==> src/rtl/rf_wb_arbiter_if.sv <==
// rf_wb_arbiter_if: issue, two writeback requesters, regfile write port and busy scoreboard; master drives requests, slave is the arbiter
interface rf_wb_arbiter_if;
  logic        issue_valid;
  logic [4:0]  issue_rd;
  logic        req0_valid;
  logic [4:0]  req0_waddr;
  logic [31:0] req0_wdata;
  logic        req0_ready;
  logic        req1_valid;
  logic [4:0]  req1_waddr;
  logic [31:0] req1_wdata;
  logic        req1_ready;
  logic        rf_we;
  logic [4:0]  rf_waddr;
  logic [31:0] rf_wdata;
  logic [31:0] busy;
  modport master (
    output issue_valid, issue_rd,
    output req0_valid, req0_waddr, req0_wdata, input req0_ready,
    output req1_valid, req1_waddr, req1_wdata, input req1_ready,
    input  rf_we, rf_waddr, rf_wdata, busy
  );
  modport slave (
    input  issue_valid, issue_rd,
    input  req0_valid, req0_waddr, req0_wdata, output req0_ready,
    input  req1_valid, req1_waddr, req1_wdata, output req1_ready,
    output rf_we, rf_waddr, rf_wdata, busy
  );
endinterface

==> src/rtl/rf_wb_arbiter.sv <==
// rf_wb_arbiter: two-way writeback arbiter (clk, async rst, bus.slave) with registered regfile write port and pending-write busy scoreboard
module rf_wb_arbiter #(
  parameter bit RR = 1'b1
) (
  input logic         clk,
  input logic         rst,
  rf_wb_arbiter_if.slave bus
);
  logic        prio;
  logic        g0, g1, acc;
  logic [4:0]  waddr;
  logic [31:0] wdata, set_m, clr_m;
  always_comb begin
    g0    = !rst && bus.req0_valid && (!bus.req1_valid || !RR || !prio);
    g1    = !rst && bus.req1_valid && !g0;
    acc   = g0 || g1;
    waddr = g1 ? bus.req1_waddr : bus.req0_waddr;
    wdata = g1 ? bus.req1_wdata : bus.req0_wdata;
    clr_m = acc ? (32'd1 << waddr) : '0;
    set_m = bus.issue_valid ? (32'd1 << bus.issue_rd) : '0;
  end
  assign bus.req0_ready = g0;
  assign bus.req1_ready = g1;
  always_ff @(posedge clk or posedge rst) begin
    if (rst) begin
      bus.rf_we    <= 1'b0;
      bus.rf_waddr <= '0;
      bus.rf_wdata <= '0;
      bus.busy     <= '0;
      prio         <= 1'b0;
    end else begin
      bus.rf_we    <= acc && (waddr != 5'd0);
      bus.rf_waddr <= waddr;
      bus.rf_wdata <= wdata;
      bus.busy     <= ((bus.busy & ~clr_m) | set_m) & ~32'd1;
      if (RR && bus.req0_valid && bus.req1_valid) prio <= g0;
    end
  end
endmodule
==> src/flat_wrapper.sv <==
// flat-port wrapper written by rule: the top's interface ports become plain ports
module rf_wb_arbiter_flat 
#(
  parameter bit RR = 1'b1
)
  (clk, rst, bus_issue_valid, bus_issue_rd, bus_req0_valid, bus_req0_waddr, bus_req0_wdata, bus_req0_ready, bus_req1_valid, bus_req1_waddr, bus_req1_wdata, bus_req1_ready, bus_rf_we, bus_rf_waddr, bus_rf_wdata, bus_busy);
  rf_wb_arbiter_if bus_i ();
  input logic clk;
  input logic rst;
  input wire logic [$bits(bus_i.issue_valid)-1:0] bus_issue_valid;
  input wire logic [$bits(bus_i.issue_rd)-1:0] bus_issue_rd;
  input wire logic [$bits(bus_i.req0_valid)-1:0] bus_req0_valid;
  input wire logic [$bits(bus_i.req0_waddr)-1:0] bus_req0_waddr;
  input wire logic [$bits(bus_i.req0_wdata)-1:0] bus_req0_wdata;
  output wire logic [$bits(bus_i.req0_ready)-1:0] bus_req0_ready;
  input wire logic [$bits(bus_i.req1_valid)-1:0] bus_req1_valid;
  input wire logic [$bits(bus_i.req1_waddr)-1:0] bus_req1_waddr;
  input wire logic [$bits(bus_i.req1_wdata)-1:0] bus_req1_wdata;
  output wire logic [$bits(bus_i.req1_ready)-1:0] bus_req1_ready;
  output wire logic [$bits(bus_i.rf_we)-1:0] bus_rf_we;
  output wire logic [$bits(bus_i.rf_waddr)-1:0] bus_rf_waddr;
  output wire logic [$bits(bus_i.rf_wdata)-1:0] bus_rf_wdata;
  output wire logic [$bits(bus_i.busy)-1:0] bus_busy;
  assign bus_i.issue_valid = bus_issue_valid;
  assign bus_i.issue_rd = bus_issue_rd;
  assign bus_i.req0_valid = bus_req0_valid;
  assign bus_i.req0_waddr = bus_req0_waddr;
  assign bus_i.req0_wdata = bus_req0_wdata;
  assign bus_req0_ready = bus_i.req0_ready;
  assign bus_i.req1_valid = bus_req1_valid;
  assign bus_i.req1_waddr = bus_req1_waddr;
  assign bus_i.req1_wdata = bus_req1_wdata;
  assign bus_req1_ready = bus_i.req1_ready;
  assign bus_rf_we = bus_i.rf_we;
  assign bus_rf_waddr = bus_i.rf_waddr;
  assign bus_rf_wdata = bus_i.rf_wdata;
  assign bus_busy = bus_i.busy;
  rf_wb_arbiter #(.RR(RR)) u_core (.clk(clk), .rst(rst), .bus(bus_i));
endmodule
==> config.mk <==
export PLATFORM = sky130hd
export DESIGN_NAME = rf_wb_arbiter_flat
export DESIGN_NICKNAME = d
export VERILOG_FILES = /design/src/rtl/rf_wb_arbiter_if.sv /design/src/rtl/rf_wb_arbiter.sv /design/src/flat_wrapper.sv
export SDC_FILE = /design/constraint.sdc
export NUM_CORES = 1
export LEC_CHECK = 0
export BUFFER_PORTS_ARGS = -buffer_cell sky130_fd_sc_hd__buf_2
export CORE_ASPECT_RATIO = 1.75
export CORE_MARGIN = 5
export CORE_UTILIZATION = 50
export DETAILED_ROUTE_END_ITERATION = 8
export PLACE_DENSITY = 0.85
export SLEW_MARGIN = 20
export SYNTH_ARGS = -nofsm -noshare
export SYNTH_HDL_FRONTEND = slang
export SYNTH_SLANG_ARGS = --single-unit
==> constraint.sdc <==
create_clock -name clk -period 5.92 [get_ports clk]
set_clock_uncertainty 0.15 [all_clocks]
set_input_delay 1.184 -clock clk [delete_from_list [all_inputs] [get_ports clk]]
set_output_delay 1.184 -clock clk [all_outputs]
set_load 0.02 [all_outputs]
Word-level counts from Yosys, hierarchy flattened
Cells that the tools add are included.
{"block": "word_totals", "ff_bits": 70, "in_bits": 84, "out_inout_bits": 72, "word_cells": 27}
{"block": "classes", "shift": 2, "mux": 4, "bitwise_logic": 3, "reduce_logical": 13}
{"operator": "$mux 32", "n": 3}
{"operator": "$shl 1x5->32 const A", "n": 2}
{"operator": "$and 32x32->32", "n": 1}
{"operator": "$not 32->32", "n": 1}
{"operator": "$or 32x32->32", "n": 1}
{"operator": "$logic_and 1x1->1", "n": 6}
{"operator": "$mux 5", "n": 1}
{"operator": "$reduce_bool 5->1", "n": 1}
{"operator": "$logic_not 1->1", "n": 4}
{"operator": "$logic_or 1x1->1", "n": 2}

Longest topological paths before layout
Gate-level depths: netlist of run 1.
{"block": "logic_depth", "ltp_word": 11, "ltp_mapped": 8, "ltp_nobuf": 5}

Worst setup path after synthesis of run 1
No wires, ideal clock.
{"block": "synth_path", "kind": "input to output", "startpoint": "input rst", "endpoint": "output bus_req1_ready", "t_arrival_ns": 2.314, "required_time_ns": 4.586, "slack_ns": 2.272, "path_stages": 6, "path_buffers": 3, "path_cell_list": "clkbuf_1 nor2b_1 buf_2 nand2_1 buf_2 inv_1"}
{"block": "synth_between", "elab_chain_len": 5, "word_cells_on_any_way": 6, "cone_classes": "reduce/logical: 6"}
{"item": "from (decl)", "line_no": "flat_wrapper.sv:9", "source": "input logic rst;"}
{"item": "$logic_not 1->1 *", "line_no": "rf_wb_arbiter.sv:14, rf_wb_arbiter.sv:15"}
{"item": "$logic_and 1x1->1 (2 in series)", "line_no": "rf_wb_arbiter.sv:14", "source": "g0 = !rst && bus.req0_valid && (!bus.req1_valid || !RR || !prio);"}
{"item": "$logic_not 1->1", "line_no": "rf_wb_arbiter.sv:15", "source": "g1 = !rst && bus.req1_valid && !g0;"}
{"item": "$logic_and 1x1->1 *", "line_no": "rf_wb_arbiter.sv:15"}
{"item": "to (decl)", "line_no": "flat_wrapper.sv:19", "source": "output wire logic [$bits(bus_i.req1_ready)-1:0] bus_req1_ready;"}
Mark *: on every way between the ends. The rest lies on a longest branch, timed or not.

Worst setup path in the final report of run 1
{"block": "layout_path", "startpoint": "input bus_req1_valid", "endpoint": "output bus_req1_ready"}
{"block": "layout_between", "elab_chain_len": 5, "word_cells_on_any_way": 6, "cone_classes": "reduce/logical: 6"}
{"item": "from (decl)", "line_no": "flat_wrapper.sv:16", "source": "input wire logic [$bits(bus_i.req1_valid)-1:0] bus_req1_valid;"}
{"item": "$logic_not 1->1", "line_no": "rf_wb_arbiter.sv:14"}
{"item": "$logic_or 1x1->1", "line_no": "rf_wb_arbiter.sv:14"}
{"item": "$logic_and 1x1->1", "line_no": "rf_wb_arbiter.sv:14"}
{"item": "$logic_not 1->1", "line_no": "rf_wb_arbiter.sv:15"}
{"item": "$logic_and 1x1->1 *", "line_no": "rf_wb_arbiter.sv:15"}
Marked as above.

==> metrics.txt, run 1 <==
met1 WL 3335 µm; hold_buf cts 0; largest stage delay on the critical path 0.63 ns; Crit path top cell by count buf_2; Fin Hold WS 0.3603 ns; die height 118.0 µm; CP Cell Sequence buf_2 -> nor2b_1 -> nand2_1 -> inv_1 -> buf_2; slew margin rel. 0.4445; number of synthesized flops with an enable pin 0; site row count 39; Peak Freq 268.1 MHz; vias per cell 5.870; H-tree Lvls 3; Final period util 0.6301; Antenna Nets Post-Route 0; area of the multi-input gates 1386 µm²; number of I/O port buffers 154; unrepaired setup endpoints after global routing no; CTS Sinks 70; final wirelength 10370 µm; number of top-level pins 156; routability congestion estimate 0.9998; Slew Limit Fails 0; Worst Hold Class reg -> reg; WL met3 1151 µm; Die X 71.72 µm; CP top delay family simple AND/OR/NAND/NOR gates; core footprint 6539 µm²; Pleak 0.002097 µW; final setup TNS 0 ns; syn avg cell area 10.68 µm²; vias in the first global route 3295; Synth Instances 312; DR WL/cell 18.93 µm; Synth Flop Type dfrtp_1; CTS Buf Count 9; Initial Util 0.5098; Maximum Capacitance Violations 0; YS warnings 0; syn nets 396; Max Used Layer met4; clock-pin slew on the worst setup and hold paths 0.05 ns; final setup fails 0; Distinct cells, synth 39; Pre-Repair DR Iteration Count 9; register area share after synthesis 0.5255; die footprint 8464 µm²; Area Overhead vs Synth 33.30%; worst-case clock buffer depth 2; filler cell count 539; CTS tree done; placed cell areas 4143 µm²; CP max FO 13; DRC marker count from the first detailed-route iteration 391; placed insts 532; kind of end point of the critical path output pin; commonest non-fill, non-tap cells in the layout 154 x buf_2, 70 x dfrtp_1, 35 x mux2_2; WL met2 5450 µm; Finished Cell Area 4443 µm²; slowest CP cell nor2b_1; GR Util All Layers 0.2518; Worst Path Buf+Inv 3; VDD IR max 0.2298 mV; failing checks design-rule violations; Gates resized, CTS repair 0; FFs w/ async S/R, synth 1.000; drc violations 12; Post-CTS Setup Bufs 0; Final Total Pwr 1460 µW; worst skew pair latency 0.33 ns; Vias 3217; status complete, but fails checks; WP data required 4.59 ns; sequential standard cell area 1752 µm²; most common cell after layout, fill and taps aside buf_2; min Tclk post-route 3.730 ns; Ant. Diodes 0; CTS Root Cell clkbuf_16; synthesized flop and latch total 70; Hold Violations, Final 0; CP arrival 2.40 ns; Cell Count, Final, Fillers Out 548; initial antenna violation count 0; Crit Path Class in -> out; largest net degree at the start of global routing 40; Synth Cell Area 3333 µm²; slew at the pin closest to its max-slew limit 0.8315 ns; Remaining Overflow, GRT 0; hpwl dp 7937 µm; pwr/cell area 328.7 nW/µm²; Final nets 545; first-pass GRT wire length 16240 µm; layout cells sized above 1 0.4485; startpoint type of the worst setup path input pin
==> worst paths after layout <==
check                               startpoint             endpoint  slack, ns  depth (start not counted)
setup / recovery                bus_req1_valid       bus_req1_ready       2.19                          5
hold / removal             u_core.bus.busy[29]  u_core.bus.busy[29]       0.36                          2
setup reg to reg                   u_core.prio   u_core.bus.busy[9]       3.48                          4
min in group asynchronous                  rst     u_core.bus.rf_we       0.86                          2
max in group asynchronous                  rst          u_core.prio       3.83                          3
hold reg to reg            u_core.bus.busy[29]  u_core.bus.busy[29]       0.36                          2
==> per-layer routing <==
metal,up-vias,track usage
li1,1445,-
met3,37,0.07863
met4,0,0.1400
met2,254,0.4361
met5,-,0
met1,1481,0.2607
==> logic make-up after synthesis <==
group | after synthesis | synth area share
mux | 35 | 0.1182
other cells | 1 | 0.001125
compound gates | 76 | 0.1723
simple gates | 81 | 0.1243
flops | 70 | 0.5255
buf+inv | 49 | 0.05856
==> cell usage after synthesis (2+ instances only) <==
library cell  number  share of area
nand3_1            3         0.0045
clkbuf_1           8         0.0090
a222oi_1          23          0.069
and3_1             5         0.0094
nor2_1            13          0.015
o21ai_0           21          0.032
nand2b_1           4         0.0075
o21ai_1            8          0.012
nand4b_1           4          0.011
nor2b_1            6          0.011
a221o_1            3         0.0090
nor3_1             3         0.0045
dfrtp_1           70           0.53
nand2_1           30          0.034
buf_2              6         0.0090
o2111ai_1          2         0.0053
nand4_1            3         0.0056
a211o_1            4          0.011
mux2_2            35           0.12
inv_1             31          0.035
or4_1              3         0.0068
buf_1              3         0.0034
o211ai_1           2         0.0045
a32oi_1            4          0.011
o22ai_1            4         0.0075
==> state kept, by name (all words and copies together) (netlist names) <==
name	cells
u_core.bus.rf_we	1
u_core.bus.rf_wdata	32
u_core.prio	1
u_core.bus.busy	31
u_core.bus.rf_waddr	5
==> metrics by stage <==
step	utilization	setup WS [ns]
CTS	0.6795	2.242
global placement	0.6336	2.294
global route	0.6795	2.102
detailed placement	0.6336	2.243
finish	0.6795	2.190
floorplan	-	2.272
==> final cells by class <==
type | instances | share of cell area
sequential | 70 | 0.3943
multi-input combinational | 193 | 0.3120
timing repair buffer | 156 | 0.1769
clock buffer | 10 | 0.05379
inverter | 31 | 0.02619
tap | 82 | 0.02309
clock inverter | 6 | 0.01380
==> tightest hold or removal path: stages (launching register included) <==
cell and delay, ns:
dfrtp_1 0.37, inv_1 0.05, o22ai_1 0.05
==> where the power goes <==
group	internal [µW]	leakage, µW	switching, µW
Clock	335	0.000148	200
Combinational	121	0.00118	222
Sequential	549	0.000768	32.8
No activity file was read; power rests on OpenSTA's default activity.
==> run 2: changes to the inputs <==
--- a/config.mk
+++ b/config.mk
@@ -8,9 +8,9 @@
 export BUFFER_PORTS_ARGS = -buffer_cell sky130_fd_sc_hd__buf_2
 export CORE_ASPECT_RATIO = 1.75
 export CORE_MARGIN = 5
-export CORE_UTILIZATION = 50
+export CORE_UTILIZATION = 47
 export DETAILED_ROUTE_END_ITERATION = 8
-export PLACE_DENSITY = 0.85
+export PLACE_DENSITY = 0.81
 export SLEW_MARGIN = 20
 export SYNTH_ARGS = -nofsm -noshare
 export SYNTH_HDL_FRONTEND = slang
==> constraint.sdc (replaced) <==
create_clock -name clk -period 3.7 [get_ports clk]
set_clock_uncertainty 0.15 [all_clocks]
set_input_delay 0.74 -clock clk [delete_from_list [all_inputs] [get_ports clk]]
set_output_delay 0.74 -clock clk [all_outputs]
set_load 0.02 [all_outputs]
==> metrics.txt, run 2 (synthesis results as in run 1) <==
Maximum Capacitance Violations 0 (unchanged); Worst Setup SP bus_req1_valid; Largest regs u_core.bus.rf_wdata x32, u_core.bus.busy x31, u_core.bus.rf_waddr x5; final wirelength 10210 µm (-1.5%); most common cell after layout, fill and taps aside buf_2; hold_buf cts 0 (unchanged); post-layout util 0.6444 (-0.03510); vias per cell 5.705 (-2.8%); Gates resized, CTS repair 0 (unchanged); slew margin rel. 0.4631 (+0.01863); Finished Cell Area 4451 µm² (+0.17%); H-tree Lvls 3 (unchanged); site row count 40 (+2.6%); CTS Root Cell clkbuf_16; final setup fails 0 (unchanged); Area Overhead vs Synth 33.52%; status completed; placed cell areas 4160 µm² (+0.42%); kind of end point of the critical path output pin; die height 121.4 µm (+2.9%); drc violations 0 (-12); CTS Sinks 70 (unchanged); largest net degree at the start of global routing 36 (-10%); number of I/O port buffers 154 (unchanged); CTS Buf Count 9 (unchanged); Pre-Repair DR Iteration Count 8 (-1); clock-pin slew on the worst setup and hold paths 0.05 ns (about the same); Worst Setup EP bus_req1_ready; Peak Freq 348.7 MHz; Ant. Diodes 0 (unchanged); Initial Util 0.4826 (-0.02715); DRC marker count from the first detailed-route iteration 370 (-5.4%); first-pass GRT wire length 15810 µm (-2.7%); die footprint 8943 µm² (+5.7%); Hold Violations, Final 0 (unchanged); VDD IR max 0.3188 mV (+39%); reg2reg path depth 4 (unchanged); final setup TNS 0 ns (unchanged); largest register by flop count u_core.bus.rf_wdata; pwr/cell area 519.8 nW/µm² (+58%); number of top-level pins 156 (unchanged); Crit Reg-Reg Startpoint u_core.prio; routability congestion estimate 0.8800 (-12%); Pleak 0.002099 µW (about the same); r2r endpoint u_core.bus.busy[9]; Final period util 0.7751; worst skew pair latency 0.33 ns (about the same); unrepaired setup endpoints after global routing no; commonest non-fill, non-tap cells in the layout 154 x buf_2, 70 x dfrtp_1, 35 x mux2_2; worst-case clock buffer depth 2 (unchanged); CP arrival 1.98 ns (-0.42 ns); Final nets 547 (+0.37%); layout cells sized above 1 0.4509 (+0.002357); Die X 73.66 µm (+2.7%); slew at the pin closest to its max-slew limit 0.8037 ns (-0.02788 ns); hpwl dp 7883 µm (-0.68%); GR Util All Layers 0.2348 (-0.01696); core footprint 6907 µm² (+5.6%); initial antenna violation count 0 (unchanged); Antenna Nets Post-Route 0 (unchanged); Vias 3149 (-2.1%); DR WL/cell 18.50 µm (-2.2%); Slew Limit Fails 0 (unchanged); WP data required 2.81 ns (-1.78 ns); Remaining Overflow, GRT 0 (unchanged); CP max FO 13 (unchanged); Crit Path Class in -> out; min Tclk post-route 2.868 ns; vias in the first global route 3301 (+0.18%); Post-CTS Setup Bufs 0 (unchanged); startpoint type of the worst setup path input pin; CTS tree done; Worst Hold Class reg -> reg; max FFs per register 32 (unchanged); FF-to-FF setup slack 1.31 ns (-2.17 ns)
run 2: cell count changes in the layout (fill, tap and decap cells not counted), sizes merged:
| cell | previous run | this run |
|---|---|---|
| buf | 156 | 158 |
| clkbuf | 10 | 9 |
| clkinvlp | 1 | 2 |
run 2: cell type report:
| type | instances | area [µm²] |
|---|---|---|
| fillers | 577 | 2456 |
| repair buffers | 158 | 800.8 |
| well taps | 84 | 105.1 |
| inverters | 31 | 116.4 |
| multi-input cells | 193 | 1386 |
| flip-flops and latches | 70 | 1752 |
| clock inverters | 7 | 65.06 |
| clock buffers | 9 | 225.2 |
run 2: metal layers:
metal | up-vias | GRT usage | part of all wire
met2 | 203 | 0.4094 | 0.52
met5 | - | 0 | 0
li1 | 1452 | - | -
met3 | 40 | 0.07546 | 0.10
met1 | 1454 | 0.2352 | 0.32
met4 | 0 | 0.1361 | 0.051
run 2: worst min-delay path by stage:
stage | startpoint | to | depth (start not counted)
floorplan | u_core.prio | u_core.prio | 1
global placement | u_core.bus.busy[28] | u_core.bus.busy[28] | 1
detailed placement | u_core.bus.busy[31] | u_core.bus.busy[31] | 2
CTS | u_core.bus.busy[31] | u_core.bus.busy[31] | 2
global route | u_core.bus.busy[30] | u_core.bus.busy[30] | 1
finish | u_core.bus.busy[31] | u_core.bus.busy[31] | 2
run 2: metrics by stage:
step / std cells / power [µW] / hold slack [ns] / worst slack, ns
6_report: 552 / 2314 / 0.3644 / 0.8321
3_5_place_dp: 536 / 1491 / 0.3593 / 0.8299
3_3_place_gp: 536 / 1478 / 0.3453 / 0.8637
4_1_cts: 552 / 2327 / 0.3674 / 0.8629
2_1_floorplan: 312 / 1266 / 0.3934 / 0.8643
5_1_grt: 552 / 2422 / 0.3960 / 0.6789
run 2: worst max-delay path, stage by stage:
cell and delay [ns]:
buf_2 0.13, nor2b_1 0.65, nand2_1 0.16, inv_1 0.11, buf_2 0.17
run 2: power by group:
| part | internal (µW) | total [µW] | switching, µW |
|---|---|---|---|
| clock network | 516 | 837 | 321 |
| registers | 878 | 930 | 52.4 |
| logic | 195 | 546 | 351 |
| total | 1590 | 2310 | 725 |
